--- src/rtl/mm_tile_scheduler_if.sv ---
// Job command channel plus mm engine config/start/done bundle for mm_tile_scheduler.
// master: the scheduler itself; slave: the job source together with the mm engine.
interface mm_tile_scheduler_if;
    logic        cmd_valid;
    logic        cmd_ready;
    logic [12:0] cmd_weight_addr;
    logic [10:0] cmd_input_addr;
    logic [10:0] cmd_output_addr;
    logic [7:0]  cmd_ci;
    logic [7:0]  cmd_co;
    logic [15:0] cmd_n;

    logic        mm_start_valid;
    logic [12:0] mm_weight_start_addr;
    logic [10:0] mm_input_start_addr;
    logic [10:0] mm_output_start_addr;
    logic [7:0]  mm_input_addr_per_feature;
    logic [7:0]  mm_output_addr_per_feature;
    logic [15:0] mm_number_of_node;
    logic        mm_done;

    modport master (
        input  cmd_valid, cmd_weight_addr, cmd_input_addr, cmd_output_addr,
        input  cmd_ci, cmd_co, cmd_n, mm_done,
        output cmd_ready, mm_start_valid, mm_weight_start_addr, mm_input_start_addr,
        output mm_output_start_addr, mm_input_addr_per_feature, mm_output_addr_per_feature,
        output mm_number_of_node
    );

    modport slave (
        output cmd_valid, cmd_weight_addr, cmd_input_addr, cmd_output_addr,
        output cmd_ci, cmd_co, cmd_n, mm_done,
        input  cmd_ready, mm_start_valid, mm_weight_start_addr, mm_input_start_addr,
        input  mm_output_start_addr, mm_input_addr_per_feature, mm_output_addr_per_feature,
        input  mm_number_of_node
    );
endinterface

--- src/rtl/mm_tile_scheduler.sv ---
// Splits one matrix-multiply job into tiles of at most TILE_N nodes and sequences the mm engine.
// Optional MM_SCHED_PERF_EN adds busy-cycle and tile-count performance counters.
module mm_tile_scheduler #(
    parameter int TILE_N = 64,
    parameter int PERF_W = 32
) (
    input  logic                 clk,
    input  logic                 rst,
    mm_tile_scheduler_if.master  if_bus,
    output logic                 o_busy,
    output logic                 o_job_done,
`ifdef MM_SCHED_PERF_EN
    output logic                 o_err_cfg,
    output logic [PERF_W-1:0]    o_perf_busy_cycles,
    output logic [15:0]          o_perf_tiles
`else
    output logic                 o_err_cfg
`endif
);

    typedef enum logic [2:0] {
        S_IDLE, S_ERR, S_ISSUE, S_WAIT, S_ADVANCE, S_DONE
    } state_e;

    localparam logic [15:0] TILE_V = 16'(TILE_N);

    state_e      r_state;
    state_e      w_state_next;
    logic [12:0] r_weight_addr;
    logic [10:0] r_input_addr;
    logic [10:0] r_output_addr;
    logic [7:0]  r_ci;
    logic [7:0]  r_co;
    logic [15:0] r_rem;
    logic [15:0] r_nodes;
    logic        w_accept;
    logic        w_cfg_bad;
    logic [15:0] w_tile;
    logic [15:0] w_rem_next;
    logic [10:0] w_in_step;
    logic [10:0] w_out_step;

    // Node count minus one for the tile that starts with rem nodes left; rem is nonzero.
    function automatic logic [15:0] tile_nodes(input logic [15:0] rem);
        return (rem > TILE_V) ? TILE_V - 16'd1 : rem - 16'd1;
    endfunction

    assign w_accept   = if_bus.cmd_valid && (r_state == S_IDLE);
    assign w_cfg_bad  = (if_bus.cmd_ci == 8'd0) || (if_bus.cmd_co == 8'd0) || (if_bus.cmd_n == 16'd0);
    assign w_tile     = r_nodes + 16'd1;
    assign w_rem_next = r_rem - w_tile;
    // The products are 24 bits wide; only the low 11 survive the modulo-2048 address add.
    assign w_in_step  = 11'(24'(w_tile) * 24'(r_ci));
    assign w_out_step = 11'(24'(w_tile) * 24'(r_co));

    // NOTE: reset is sampled on the clock edge only, so it stays out of the sensitivity list.
    always_ff @(posedge clk) begin
        if (rst) r_state <= S_IDLE;
        else     r_state <= w_state_next;
    end

    // NOTE: every signal driven here gets a default first, so no path can infer a latch.
    always_comb begin
        w_state_next          = r_state;
        if_bus.cmd_ready      = 1'b0;
        if_bus.mm_start_valid = 1'b0;
        o_busy                = 1'b1;
        o_job_done            = 1'b0;
        o_err_cfg             = 1'b0;
        case (r_state)
            S_IDLE: begin
                if_bus.cmd_ready = 1'b1;
                o_busy           = 1'b0;
                if (if_bus.cmd_valid) w_state_next = w_cfg_bad ? S_ERR : S_ISSUE;
            end
            S_ERR: begin
                o_err_cfg    = 1'b1;
                o_job_done   = 1'b1;
                w_state_next = S_IDLE;
            end
            S_ISSUE: begin
                if_bus.mm_start_valid = 1'b1;
                w_state_next          = S_WAIT;
            end
            S_WAIT: begin
                if (if_bus.mm_done) w_state_next = S_ADVANCE;
            end
            S_ADVANCE: begin
                w_state_next = (w_rem_next == 16'd0) ? S_DONE : S_ISSUE;
            end
            S_DONE: begin
                o_job_done   = 1'b1;
                w_state_next = S_IDLE;
            end
            default: w_state_next = S_IDLE;
        endcase
    end

    // The next tile size is resolved on accept/advance, so config is already valid in ISSUE.
    always_ff @(posedge clk) begin
        if (rst) begin
            r_weight_addr <= '0;
            r_input_addr  <= '0;
            r_output_addr <= '0;
            r_ci          <= '0;
            r_co          <= '0;
            r_rem         <= '0;
            r_nodes       <= '0;
        end else if (w_accept) begin
            r_weight_addr <= if_bus.cmd_weight_addr;
            r_input_addr  <= if_bus.cmd_input_addr;
            r_output_addr <= if_bus.cmd_output_addr;
            r_ci          <= if_bus.cmd_ci;
            r_co          <= if_bus.cmd_co;
            r_rem         <= if_bus.cmd_n;
            r_nodes       <= (if_bus.cmd_n == 16'd0) ? 16'd0 : tile_nodes(if_bus.cmd_n);
        end else if (r_state == S_ADVANCE) begin
            r_rem         <= w_rem_next;
            r_input_addr  <= r_input_addr + w_in_step;
            r_output_addr <= r_output_addr + w_out_step;
            if (w_rem_next != 16'd0) r_nodes <= tile_nodes(w_rem_next);
        end
    end

    assign if_bus.mm_weight_start_addr       = r_weight_addr;
    assign if_bus.mm_input_start_addr        = r_input_addr;
    assign if_bus.mm_output_start_addr       = r_output_addr;
    assign if_bus.mm_input_addr_per_feature  = r_ci;
    assign if_bus.mm_output_addr_per_feature = r_co;
    assign if_bus.mm_number_of_node          = r_nodes;

`ifdef MM_SCHED_PERF_EN
    logic [PERF_W-1:0] r_perf_busy_cycles;
    logic [15:0]       r_perf_tiles;

    always_ff @(posedge clk) begin
        if (rst || w_accept) begin
            r_perf_busy_cycles <= '0;
            r_perf_tiles       <= '0;
        end else begin
            if (o_busy && (r_perf_busy_cycles != '1)) r_perf_busy_cycles <= r_perf_busy_cycles + 1'b1;
            if ((r_state == S_ISSUE) && (r_perf_tiles != '1)) r_perf_tiles <= r_perf_tiles + 16'd1;
        end
    end

    assign o_perf_busy_cycles = r_perf_busy_cycles;
    assign o_perf_tiles       = r_perf_tiles;
`else
    localparam int unused_perf_w = PERF_W;
`endif

endmodule

--- src/flat_wrapper.sv ---
// flat-port wrapper written by rule: the top's interface ports become plain ports
module mm_tile_scheduler_flat 
#(
    parameter int TILE_N = 64,
    parameter int PERF_W = 32
)
  (clk, rst, o_busy, o_job_done, o_err_cfg, if_bus_cmd_valid, if_bus_cmd_weight_addr, if_bus_cmd_input_addr, if_bus_cmd_output_addr, if_bus_cmd_ci, if_bus_cmd_co, if_bus_cmd_n, if_bus_mm_done, if_bus_cmd_ready, if_bus_mm_start_valid, if_bus_mm_weight_start_addr, if_bus_mm_input_start_addr, if_bus_mm_output_start_addr, if_bus_mm_input_addr_per_feature, if_bus_mm_output_addr_per_feature, if_bus_mm_number_of_node);
  mm_tile_scheduler_if if_bus_i ();
  input  logic clk;
  input  logic rst;
  output logic o_busy;
  output logic o_job_done;
  output logic o_err_cfg;
  input wire logic [$bits(if_bus_i.cmd_valid)-1:0] if_bus_cmd_valid;
  input wire logic [$bits(if_bus_i.cmd_weight_addr)-1:0] if_bus_cmd_weight_addr;
  input wire logic [$bits(if_bus_i.cmd_input_addr)-1:0] if_bus_cmd_input_addr;
  input wire logic [$bits(if_bus_i.cmd_output_addr)-1:0] if_bus_cmd_output_addr;
  input wire logic [$bits(if_bus_i.cmd_ci)-1:0] if_bus_cmd_ci;
  input wire logic [$bits(if_bus_i.cmd_co)-1:0] if_bus_cmd_co;
  input wire logic [$bits(if_bus_i.cmd_n)-1:0] if_bus_cmd_n;
  input wire logic [$bits(if_bus_i.mm_done)-1:0] if_bus_mm_done;
  output wire logic [$bits(if_bus_i.cmd_ready)-1:0] if_bus_cmd_ready;
  output wire logic [$bits(if_bus_i.mm_start_valid)-1:0] if_bus_mm_start_valid;
  output wire logic [$bits(if_bus_i.mm_weight_start_addr)-1:0] if_bus_mm_weight_start_addr;
  output wire logic [$bits(if_bus_i.mm_input_start_addr)-1:0] if_bus_mm_input_start_addr;
  output wire logic [$bits(if_bus_i.mm_output_start_addr)-1:0] if_bus_mm_output_start_addr;
  output wire logic [$bits(if_bus_i.mm_input_addr_per_feature)-1:0] if_bus_mm_input_addr_per_feature;
  output wire logic [$bits(if_bus_i.mm_output_addr_per_feature)-1:0] if_bus_mm_output_addr_per_feature;
  output wire logic [$bits(if_bus_i.mm_number_of_node)-1:0] if_bus_mm_number_of_node;
  assign if_bus_i.cmd_valid = if_bus_cmd_valid;
  assign if_bus_i.cmd_weight_addr = if_bus_cmd_weight_addr;
  assign if_bus_i.cmd_input_addr = if_bus_cmd_input_addr;
  assign if_bus_i.cmd_output_addr = if_bus_cmd_output_addr;
  assign if_bus_i.cmd_ci = if_bus_cmd_ci;
  assign if_bus_i.cmd_co = if_bus_cmd_co;
  assign if_bus_i.cmd_n = if_bus_cmd_n;
  assign if_bus_i.mm_done = if_bus_mm_done;
  assign if_bus_cmd_ready = if_bus_i.cmd_ready;
  assign if_bus_mm_start_valid = if_bus_i.mm_start_valid;
  assign if_bus_mm_weight_start_addr = if_bus_i.mm_weight_start_addr;
  assign if_bus_mm_input_start_addr = if_bus_i.mm_input_start_addr;
  assign if_bus_mm_output_start_addr = if_bus_i.mm_output_start_addr;
  assign if_bus_mm_input_addr_per_feature = if_bus_i.mm_input_addr_per_feature;
  assign if_bus_mm_output_addr_per_feature = if_bus_i.mm_output_addr_per_feature;
  assign if_bus_mm_number_of_node = if_bus_i.mm_number_of_node;
  mm_tile_scheduler #(.TILE_N(TILE_N), .PERF_W(PERF_W)) u_core (.clk(clk), .rst(rst), .if_bus(if_bus_i), .o_busy(o_busy), .o_job_done(o_job_done), .o_err_cfg(o_err_cfg));
endmodule
--- config.mk ---
export PLATFORM = sky130hd
export DESIGN_NAME = mm_tile_scheduler_flat
export DESIGN_NICKNAME = d
export VERILOG_FILES = /design/src/rtl/mm_tile_scheduler_if.sv /design/src/rtl/mm_tile_scheduler.sv /design/src/flat_wrapper.sv
export SDC_FILE = /design/constraint.sdc
export NUM_CORES = 1
export LEC_CHECK = 0
export CAP_MARGIN = 0
export CORE_MARGIN = 2
export CORE_UTILIZATION = 56
export CTS_BUF_LIST = sky130_fd_sc_hd__clkbuf_2 sky130_fd_sc_hd__clkbuf_4 sky130_fd_sc_hd__clkbuf_8
export CTS_CLUSTER_SIZE = 25
export DETAILED_ROUTE_END_ITERATION = 7
export PLACE_DENSITY_LB_ADDON = 0.08
export SLEW_MARGIN = 10
export SYNTH_ARGS = -nofsm -noshare
export SYNTH_HDL_FRONTEND = slang
export SYNTH_SLANG_ARGS = --single-unit
export TNS_END_PERCENT = 50
--- constraint.sdc ---
create_clock -name clk -period 6 [get_ports clk]
set_input_delay 1.2 -clock clk [delete_from_list [all_inputs] [get_ports clk]]
set_output_delay 1.2 -clock clk [all_outputs]
set_load 0.01 [all_outputs]
==> impl_metrics.yaml <==
outcome:
  status: "completed"
clock_network:
  clock_sinks: 86
  clkLatencyLatePin_ns: 0.39
  holdBufCountCts: 0
  cts_buffer_depth: 2
  cts_resized: 0
  clkTransAtPathRegs_ns: 0.10
  tritoncts: "built"
  cts-root-buf: "clkbuf_8"
  cts-buffers-inserted: 9
  cts.htree.levels: 3
  post_cts_buffers: 0
power:
  peakVddDrop_v: 0.000146
  leakage_nw: 4.33
  total_power_mw: 2.03
  power_density_nw_per_um2: 194
sta:
  worst_slack_ns: 0.557
  finalMaxSlewViolations: 0
  fin_skew_ns: 0.0144
  max-slew-margin-rel_pct: 33.5
  worst_pin_slew_ns: 0.995
  finalSetupTns_ns: 0
  report.final.hold_viol_count: 0
  max_freq_mhz: 184
  setup_viol: 0
  rsz0062_at_grt: "no"
  fin_crit_ns: 5.44
  post-route-period-util_pct: 90.7
logic_synthesis:
  synth_seq_area_share_pct: 19.8
  synth_edf_count: 0
  synth-compound-area-share_pct: 15.6
  synth_simple_gate_area_share_pct: 21.8
  syn_nets: 1284
  syn_area_sq_um: 8710
  synth-seq-cells: 86
  synthAdderAreaFrac_pct: 26.5
  synth_xor_area_share_pct: 7.17
  synth_top_family_by_area: "adder cells"
  yosys_warnings: 0
  syn_inst: 1076
  async_reset_ff_share_pct: 0
  syn_avg_cell_area_sq_um: 8.10
  yosysUniqueCellTypes: 68
  synth_ff_type: "dfxtp_1"
  synthMuxAreaShare_pct: 0.345
critical_path:
  crit_top_cell: "xnor2_1"
  crit_path_cell_trace: "nand4_2, or4_1, xnor2_1, nand2_1, fa_1, fa_1, fa_1, fa_1, xnor2_1, xnor2_1, xnor2_1, xnor2_1, xnor3_1, xnor2_1, xnor2_1, o22ai_1"
  crit_family: "XOR/XNOR gates"
  path_buf_inv: 0
  start_kind: "register"
  critPathArrivalTime_ns: 5.69
  crit_required_ns: 6.24
  worstSetupEndpointType: "register"
  worstPathMaxFanout: 7
  crit_type: "register to register"
  crit_path_top_delay_cell: "xnor2_1"
  max_stage_delay_ns: 0.56
routing:
  wl_per_cell_um: 17.3
  vias: 7801
  ant_nets: 0
  drcViolationCount: 0
  drt_wl_total_mm: 23.8
  drtIter0Drc: 393
  routed_via_density: 5.66
  dr.pass1.iters: 5
floorplan:
  die_w_um: 129
  ioPinCount: 143
  die_h_um: 129
  core-area_sq_um: 15200
  row_count: 45
  die_area_sq_um: 16600
  start_util_pct: 57.3
run:
  cap_viol_max_count: 0
global_route:
  antenna_found_initial: 0
  grt_start_max_net_pins: 77
  track_usage_pct: 30.2
  grt-ovfl-total: 0
  grt_pass1_vias: 7705
  grt_pass1_wl_mm: 39.1
final_layout:
  regArea_sq_um: 1720
  fill_cells: 1291
  most-common-layout-cells: "nand2_1, clkdlybuf4s50_1, inv_1"
  drive_gt1_share_pct: 4.37
  n_antenna_cell: 0
  nets: 1395
  final_common_cell: "nand2_1"
  multi_input_area_sq_um: 6230
  syn_to_final_growth_pct: 19.9
place:
  globalplace.congestion: 0.938
  dpl.hpwl_mm: 17.4
  port_buffers: 142
  pre_cts_slack_ns: 0.590
min_path:
  hp-class: "register to register"
[metrics by stage]
stage | std cells | area [sq um] | hold WS (ns) | utilization, %
finish | 1379 | 10500 | 0.456 | 68.7
floorplan | 1076 | 8710 | 0.471 | -
global placement | 1364 | 10200 | 0.441 | 67.3
detailed placement | 1364 | 10200 | 0.448 | 67.3
CTS | 1379 | 10500 | 0.460 | 68.7
global route | 1379 | 10500 | 0.477 | 68.7
[worst register-to-register path, delay by kind of cell (launching register included)]
family / cells / cell delay (ns)
xor+xnor: 8 / 1.93
fa+ha+maj: 4 / 1.90
simple gates: 3 / 0.89
flops: 1 / 0.49
compound gates: 1 / 0.09
[path summary, 6_finish.rpt]
check	start	endpoint	slack, ns	depth (start not counted)
worst min-delay path	u_core.if_bus.mm_weight_start_addr[10]	u_core.if_bus.mm_weight_start_addr[10]	0.46	2
worst min register to register	u_core.if_bus.mm_weight_start_addr[10]	u_core.if_bus.mm_weight_start_addr[10]	0.46	2
worst max register to register	u_core.if_bus.mm_number_of_node[2]	u_core.if_bus.mm_output_start_addr[10]	0.56	16
worst max-delay path	u_core.if_bus.mm_number_of_node[2]	u_core.if_bus.mm_output_start_addr[10]	0.56	16
[layout make-up]
cell class / instances / share of cell area [%]
Multi-Input combinational cell: 794 / 59.6
Sequential cell: 86 / 16.5
Timing Repair Buffer: 156 / 14.6
Inverter: 140 / 5.03
Tap cell: 188 / 2.25
Clock buffer: 13 / 1.71
Clock inverter: 2 / 0.371
[layer usage]
| layer | vias up | GRT usage (%) | share of wire (%) |
|---|---|---|---|
| li1 | 3758 | - | - |
| met1 | 3794 | 38.4 | 42 |
| met2 | 215 | 52.9 | 51 |
| met3 | 34 | 4.82 | 5.0 |
| met4 | 0 | 9.34 | 2.2 |
| met5 | - | 0 | 0 |
[logic make-up (layout without fill, tap and decap cells)]
| group | Yosys count | in the layout |
|---|---|---|
| xor gates and xnor gates | 65 | 65 |
| and+or+nand+nor | 389 | 389 |
| buffers and inverters | 196 | 311 |
| DFF | 86 | 86 |
| muxes | 3 | 3 |
| adders and majority gates | 137 | 137 |
| AOI/OAI and AO/OA | 200 | 200 |
[flip-flops by register name, summed over array words and instances, names as in the netlist]
register                                  flops
u_core.if_bus.mm_output_addr_per_feature      8
u_core.r_rem                                 16
u_core.if_bus.mm_weight_start_addr           13
u_core.if_bus.mm_input_addr_per_feature       8
u_core.if_bus.mm_number_of_node              16
u_core.r_state                                3
u_core.if_bus.mm_input_start_addr            11
u_core.if_bus.mm_output_start_addr           11
[power breakdown]
group	switching, mW	internal [mW]
registers	0.0602	0.614
logic	0.488	0.398
clock network	0.228	0.237
[synth_stat cells (10+ instances only)]
cell type | n | area, sq um
nand2_1 | 173 | 649
inv_1 | 140 | 526
dfxtp_1 | 86 | 1720
a21oi_1 | 81 | 405
fa_1 | 79 | 1580
nor2_1 | 59 | 221
ha_1 | 58 | 726
clkbuf_1 | 45 | 169
xnor2_1 | 42 | 368
and2_1 | 40 | 250
a22oi_1 | 24 | 180
nor2b_1 | 22 | 138
or3_1 | 19 | 119
xor2_1 | 19 | 166
o21ai_0 | 15 | 75.1
nor3_1 | 14 | 70.1
or4_1 | 12 | 90.1
a21o_1 | 10 | 75.1
nand3_1 | 10 | 50.1
(Power assumes the default switching activity.)
